**config.mk**
```make
export PLATFORM = sky130hd
export DESIGN_NAME = cpu6_memstage_lsu_flat
export DESIGN_NICKNAME = d
export VERILOG_FILES = /design/src/rtl/cpu6_memstage_lsu_if.sv /design/src/rtl/cpu6_memstage_lsu.sv /design/src/flat_wrapper.sv
export SDC_FILE = /design/constraint.sdc
export NUM_CORES = 1
export LEC_CHECK = 0
export BUFFER_PORTS_ARGS = -buffer_cell sky130_fd_sc_hd__buf_2
export CAP_MARGIN = 20
export CORE_ASPECT_RATIO = 1.5
export CORE_MARGIN = 2
export CORE_UTILIZATION = 40
export CTS_BUF_LIST = sky130_fd_sc_hd__clkbuf_4 sky130_fd_sc_hd__clkbuf_8
export CTS_CLUSTER_SIZE = 25
export DETAILED_ROUTE_END_ITERATION = 10
export PLACE_DENSITY = 0.67
export SLEW_MARGIN = 10
export SYNTH_ARGS = -nofsm -noshare
export SYNTH_HDL_FRONTEND = slang
export SYNTH_SLANG_ARGS = --single-unit
```
**constraint.sdc**
```tcl
create_clock -name clk -period 4.72 [get_ports clk]
set_input_delay 0.472 -clock clk [delete_from_list [all_inputs] [get_ports clk]]
set_output_delay 0.472 -clock clk [all_outputs]
set_load 0.02 [all_outputs]
```
**src/rtl/cpu6_memstage_lsu_if.sv**
```systemverilog
// Data-bus port bundle between the memory-stage LSU (master) and the data bus (slave).
// Handshake: the master raises dbus_req with we/addr/wdata/wstrb and holds all of them stable
// until the slave returns a single-cycle dbus_ack; dbus_rdata is only meaningful in that ack cycle of a read.
interface cpu6_memstage_lsu_if #(parameter int XLEN = 32);
    logic            dbus_req;
    logic            dbus_we;
    logic [XLEN-1:0] dbus_addr;
    logic [XLEN-1:0] dbus_wdata;
    logic [3:0]      dbus_wstrb;
    logic            dbus_ack;
    logic [XLEN-1:0] dbus_rdata;

    modport master (
        output dbus_req, dbus_we, dbus_addr, dbus_wdata, dbus_wstrb,
        input  dbus_ack, dbus_rdata
    );

    modport slave (
        input  dbus_req, dbus_we, dbus_addr, dbus_wdata, dbus_wstrb,
        output dbus_ack, dbus_rdata
    );
endinterface

```
**src/rtl/cpu6_memstage_lsu.sv**
```systemverilog
// Memory-stage load/store unit: one outstanding data-bus access per instruction, with lane
// alignment, load extension, misalignment trap and bus-timeout trap.
module cpu6_memstage_lsu #(
    parameter int XLEN    = 32,
    parameter int TIMEOUT = 255
) (
    input  logic                clk,
    input  logic                reset,
    input  logic                memwriteM,
    input  logic                memtoregM,
    input  logic [1:0]          lswidthM,
    input  logic                loadsignextM,
    input  logic [XLEN-1:0]     aluoutM,
    input  logic [XLEN-1:0]     writedataM,
    cpu6_memstage_lsu_if.master dbus,
    output logic                stallM,
    output logic [XLEN-1:0]     readdataM,
    output logic                doneM,
    output logic                misalign_excM,
    output logic                buserr_excM,
    output logic [1:0]          dbgState
);
    typedef enum logic [1:0] {IDLE = 2'd0, BUSY = 2'd1, DONE = 2'd2} state_t;

    localparam int CW = (TIMEOUT > 0) ? $clog2(TIMEOUT + 1) : 1;
    localparam logic [CW-1:0] TO_LAST = CW'((TIMEOUT > 0) ? TIMEOUT - 1 : 0);

    state_t        state;
    logic [CW-1:0] waitCnt;
    logic [1:0]    offReg;
    logic [1:0]    widthReg;
    logic          sextReg;

    logic        op;
    logic        misaligned;
    logic [3:0]  stStrb;
    logic [31:0] stData;
    logic [7:0]  ldByte;
    logic [15:0] ldHalf;
    logic [31:0] loadVal;

    assign op         = memwriteM | memtoregM;
    assign misaligned = (lswidthM == 2'b01 && aluoutM[0]) || (lswidthM[1] && aluoutM[1:0] != 2'b00);

    assign misalign_excM = (state == IDLE) && op && misaligned;
    assign stallM        = ((state == IDLE) && op && !misaligned) || (state == BUSY);
    assign doneM         = (state == DONE);
    assign dbgState      = state;

    always_comb begin
        stStrb = 4'b1111;
        stData = writedataM;
        if (lswidthM == 2'b00) begin
            stStrb = 4'b0001 << aluoutM[1:0];
            stData = {4{writedataM[7:0]}};
        end else if (lswidthM == 2'b01) begin
            stStrb = 4'b0011 << {aluoutM[1], 1'b0};
            stData = {2{writedataM[15:0]}};
        end
    end

    // Lane selection uses the offset captured at issue, not the live address.
    always_comb begin
        ldByte  = dbus.dbus_rdata[{offReg, 3'b000} +: 8];
        ldHalf  = dbus.dbus_rdata[{offReg[1], 4'b0000} +: 16];
        loadVal = dbus.dbus_rdata;
        if (widthReg == 2'b00)
            loadVal = {{24{ldByte[7] & sextReg}}, ldByte};
        else if (widthReg == 2'b01)
            loadVal = {{16{ldHalf[15] & sextReg}}, ldHalf};
    end

    always_ff @(posedge clk or posedge reset) begin
        if (reset) begin
            state           <= IDLE;
            dbus.dbus_req   <= 1'b0;
            dbus.dbus_we    <= 1'b0;
            dbus.dbus_addr  <= '0;
            dbus.dbus_wdata <= '0;
            dbus.dbus_wstrb <= 4'b0000;
            readdataM       <= '0;
            waitCnt         <= '0;
            buserr_excM     <= 1'b0;
            offReg          <= 2'b00;
            widthReg        <= 2'b00;
            sextReg         <= 1'b0;
        end else begin
            buserr_excM <= 1'b0;
            case (state)
                IDLE: begin
                    if (op && !misaligned) begin
                        dbus.dbus_req   <= 1'b1;
                        dbus.dbus_we    <= memwriteM;
                        dbus.dbus_addr  <= {aluoutM[XLEN-1:2], 2'b00};
                        dbus.dbus_wdata <= memwriteM ? stData : '0;
                        dbus.dbus_wstrb <= memwriteM ? stStrb : 4'b0000;
                        offReg          <= aluoutM[1:0];
                        widthReg        <= lswidthM;
                        sextReg         <= loadsignextM;
                        waitCnt         <= '0;
                        state           <= BUSY;
                    end
                end
                BUSY: begin
                    if (dbus.dbus_ack) begin
                        if (!dbus.dbus_we) readdataM <= loadVal;
                        dbus.dbus_req <= 1'b0;
                        waitCnt       <= '0;
                        state         <= DONE;
                    end else if (TIMEOUT != 0 && waitCnt == TO_LAST) begin
                        buserr_excM   <= 1'b1;
                        dbus.dbus_req <= 1'b0;
                        waitCnt       <= '0;
                        state         <= DONE;
                    end else begin
                        waitCnt <= waitCnt + CW'(1);
                    end
                end
                DONE:    state <= IDLE;
                default: state <= IDLE;
            endcase
        end
    end
endmodule

```
**src/flat_wrapper.sv**
```systemverilog
// flat-port wrapper written by rule: the top's interface ports become plain ports
module cpu6_memstage_lsu_flat 
#(
    parameter int XLEN    = 32,
    parameter int TIMEOUT = 255
)
  (clk, reset, memwriteM, memtoregM, lswidthM, loadsignextM, aluoutM, writedataM, stallM, readdataM, doneM, misalign_excM, buserr_excM, dbgState, dbus_dbus_req, dbus_dbus_we, dbus_dbus_addr, dbus_dbus_wdata, dbus_dbus_wstrb, dbus_dbus_ack, dbus_dbus_rdata);
  cpu6_memstage_lsu_if #(.XLEN(XLEN)) dbus_i ();
  input  logic clk;
  input  logic reset;
  input  logic memwriteM;
  input  logic memtoregM;
  input  logic [1:0] lswidthM;
  input  logic loadsignextM;
  input  logic [XLEN-1:0] aluoutM;
  input  logic [XLEN-1:0] writedataM;
  output logic stallM;
  output logic [XLEN-1:0] readdataM;
  output logic doneM;
  output logic misalign_excM;
  output logic buserr_excM;
  output logic [1:0] dbgState;
  output wire logic [$bits(dbus_i.dbus_req)-1:0] dbus_dbus_req;
  output wire logic [$bits(dbus_i.dbus_we)-1:0] dbus_dbus_we;
  output wire logic [$bits(dbus_i.dbus_addr)-1:0] dbus_dbus_addr;
  output wire logic [$bits(dbus_i.dbus_wdata)-1:0] dbus_dbus_wdata;
  output wire logic [$bits(dbus_i.dbus_wstrb)-1:0] dbus_dbus_wstrb;
  input wire logic [$bits(dbus_i.dbus_ack)-1:0] dbus_dbus_ack;
  input wire logic [$bits(dbus_i.dbus_rdata)-1:0] dbus_dbus_rdata;
  assign dbus_dbus_req = dbus_i.dbus_req;
  assign dbus_dbus_we = dbus_i.dbus_we;
  assign dbus_dbus_addr = dbus_i.dbus_addr;
  assign dbus_dbus_wdata = dbus_i.dbus_wdata;
  assign dbus_dbus_wstrb = dbus_i.dbus_wstrb;
  assign dbus_i.dbus_ack = dbus_dbus_ack;
  assign dbus_i.dbus_rdata = dbus_dbus_rdata;
  cpu6_memstage_lsu #(.XLEN(XLEN), .TIMEOUT(TIMEOUT)) u_core (.clk(clk), .reset(reset), .memwriteM(memwriteM), .memtoregM(memtoregM), .lswidthM(lswidthM), .loadsignextM(loadsignextM), .aluoutM(aluoutM), .writedataM(writedataM), .dbus(dbus_i), .stallM(stallM), .readdataM(readdataM), .doneM(doneM), .misalign_excM(misalign_excM), .buserr_excM(buserr_excM), .dbgState(dbgState));
endmodule
```
==> metrics.yaml <==
outcome: "finished, final reports clean"
top_layer: "met4"
htreeDepth: 4
portBuffers: 209
fin_total_pwr_mw: 5.00
hold_violations: 0
ir_drop_mv: 0.298
cp_top_family: "buffers and inverters"
synth_edf_count: 0
dr.pass1.iters: 4
yosysTopAreaCell: "dfrtp_1"
grt-ovfl-total: 0
grt_max_degree: 99
async_flop_share_pct: 100
cpPeakStageDelay_ps: 510
combPwrFrac_pct: 46.5
worst_slew_pin_slew_ps: 1010
postRouteWirelength_um: 16200
grt_pass1_vias: 4843
p_sw_mw: 2.18
start_util_pct: 41.0
drt-initial-drc-count: 171
crit_top_cell: "buf_2"
met1_length_um: 6240
design.die.area_um2: 15300
final.setup.tns_ps: 0
hold_class: "primary input to async pin"
cpMaxStageDelayCell: "buf_2"
p_leak_nw: 3.62
cts_root_buf: "clkbuf_8"
max_clock_freq_mhz: 423
relSlewSlack_pct: 32.4
synthDominantCellAreaShare_pct: 50.6
syn2layout_area_growth_pct: 26.2
path_clk_slew_ps: 80
antenna_found_initial: 0
synth-seq-cells: 116
swShare_pct: 43.6
die_h_um: 151
path_buf_inv: 3
pwr-share-clk_pct: 17.3
fin_ws_ps: 2350
netlist_area_um2: 5740
cts_setup_buffers: 0
ys_seq_area_share_pct: 50.6
die_w_um: 102
dp_hpwl_um: 11800
num_vias: 4858
finalWeightedCongestion: 0.913
required_ps: 4250
rows: 53
core_area_um2: 14000
rsz0062_at_grt: "false"
synthCells: 528
internal_power_mw: 2.82
ys_types: 48
drt_drc_violations_left: 0
route.met2.wl_um: 8290
synthTopCellsByArea: "dfrtp_1, mux2_4, nand2_1"
hold_buffers: 0
maxSlewViolCount: 0
syn_avg_cell_area_um2: 10.9
pwr-share-seq_pct: 36.2
max_cap_violations: 0
setup_viol: 0
powerDensity_nw_per_um2: 690
pre_cts_ws_ps: 2040
clock_latency_ps: 420
fin_skew_ps: 13.9
finalCriticalPeriod_ps: 2370
cts_resized: 0
drive_gt1_share_pct: 41.1
wl_met3_um: 1180
worstPathMaxFanout: 32
drtAntennaViolNets: 0
critPathCaptureType: "output port"
cts_buffer_depth: 2
routedWlPerCell_um: 17.4
pin_count: 212
yosys_warnings: 0
cp.arrival_ps: 1890
synthFlopType: "dfrtp_1"
tritoncts: "built"
diodes: 0
cts_inserted_buffers: 17
period_share_pct: 50.1
grt_first_pass_wirelength_um: 24700
cts_sinks: 116
crit_chain: "buf_2, o21ai_0, a31oi_2, inv_1, buf_2"
via_per_inst: 5.23
start_kind: "primary input"
grt_usage_pct: 20.8
finish.net_count: 830
critPathKind: "primary input to output port"
worst register-to-register path: stages (launching register included):
cell	delay (ps)
dfrtp_1	510
buf_4	290
nor2b_1	810
a22o_1	260
a221oi_1	90
a21oi_1	170
through the flow:
| step | std cells | instance area, um2 | hold slack, ps | utilization [%] |
|---|---|---|---|---|
| after floorplan | 529 | 5740 | 473 | - |
| after global placement | 897 | 6880 | 459 | 49.2 |
| after detailed placement | 897 | 6880 | 462 | 49.2 |
| after CTS | 929 | 7250 | 249 | 51.8 |
| after global routing | 929 | 7250 | 241 | 51.8 |
| final | 929 | 7250 | 227 | 51.8 |
cell usage after synthesis (all sizes together), types with 2 or more instances:
cell type and instances:
a21o 3, a21oi 36, a221oi 7, a22o 14, a22oi 7, a31oi 3
and3 2, buf 17, clkbuf 20, dfrtp 116, ha 2, inv 6
mux2 39, mux2i 24, mux4 7, nand2 97, nand3 3, nand3b 2
nor2 38, nor2b 3, nor3 3, nor3b 3, o211ai 3, o21ai 40
o31ai 16, or3 4
worst paths after layout:
check / start / end / slack [ps] / depth (start not counted)
max reg2reg: u_core.widthReg[1] / u_core.readdataM[3] / 2520 / 5
max in group asynchronous: reset / u_core.readdataM[23] / 3310 / 3
min in group clk: aluoutM[2] / u_core.dbus.dbus_addr[2] / 280 / 2
min reg2reg: u_core.dbus.dbus_wdata[21] / u_core.dbus.dbus_wdata[21] / 480 / 2
max: lswidthM[1] / stallM / 2350 / 5
min: reset / u_core.dbus.dbus_addr[4] / 230 / 2
layout by cell type, fill, tap and decap left out, types with 4 or more instances in the layout:
cell type,count
mux2i_1,24
clkinv_2,5
nand2_1,97
nor2_1,37
o21ai_0,40
mux4_2,7
inv_1,5
buf_2,209
a22o_1,14
dfrtp_1,116
a21oi_1,31
a22oi_1,7
a21oi_2,5
clkbuf_8,17
or3_1,4
o31ai_1,16
a221oi_1,7
clkinv_4,5
mux2_4,37
final cells by class:
class	count	area, um2
clock buffers	17	234
clock inverters	15	133
fillers	1300	6750
inverters	7	28.8
multi-input cells	369	2620
flip-flops and latches	116	2900
well taps	192	240
repair buffers	213	1090
routing by layer:
layer | vias up | GRT usage [%]
met5 | - | 0
met4 | 0 | 9.26
met3 | 32 | 5.76
met2 | 229 | 35.1
met1 | 2344 | 24.4
li1 | 2253 | -
power groups by stage:
stage	Sequential (mW)	Clock, mW	Combinational [mW]
3_3_place_gp	1.81	0	2.29
5_1_grt	1.87	0.937	2.51
4_1_cts	1.81	0.890	2.35
2_1_floorplan	2.26	0	1.13
3_5_place_dp	1.82	0	2.35
6_report	1.81	0.865	2.32
sequential cells by signal, indices dropped and copies added (netlist names):
signal / cells
u_core.dbus.dbus_wdata: 32
u_core.readdataM: 32
u_core.dbus.dbus_wstrb: 4
u_core.dbus.dbus_req: 1
u_core.dbgState: 2
u_core.buserr_excM: 1
u_core.sextReg: 1
u_core.widthReg: 2
u_core.dbus.dbus_addr: 30
u_core.waitCnt: 8
u_core.offReg: 2
u_core.dbus.dbus_we: 1
kinds of logic after synthesis:
| logic type | count (synthesis) | share of synthesized area [%] |
|---|---|---|
| XOR/XNOR | 2 | 0.305 |
| other | 1 | 0.0653 |
| AND/OR/NAND/NOR | 160 | 11.8 |
| buffers and inverters | 44 | 3.97 |
| AO/OA/AOI/OAI | 133 | 15.8 |
| flip-flops | 116 | 50.6 |
| adder cells (fa/ha/maj) | 2 | 0.436 |
| multiplexers | 70 | 17.0 |
No activity file was read; power rests on OpenSTA's default activity.
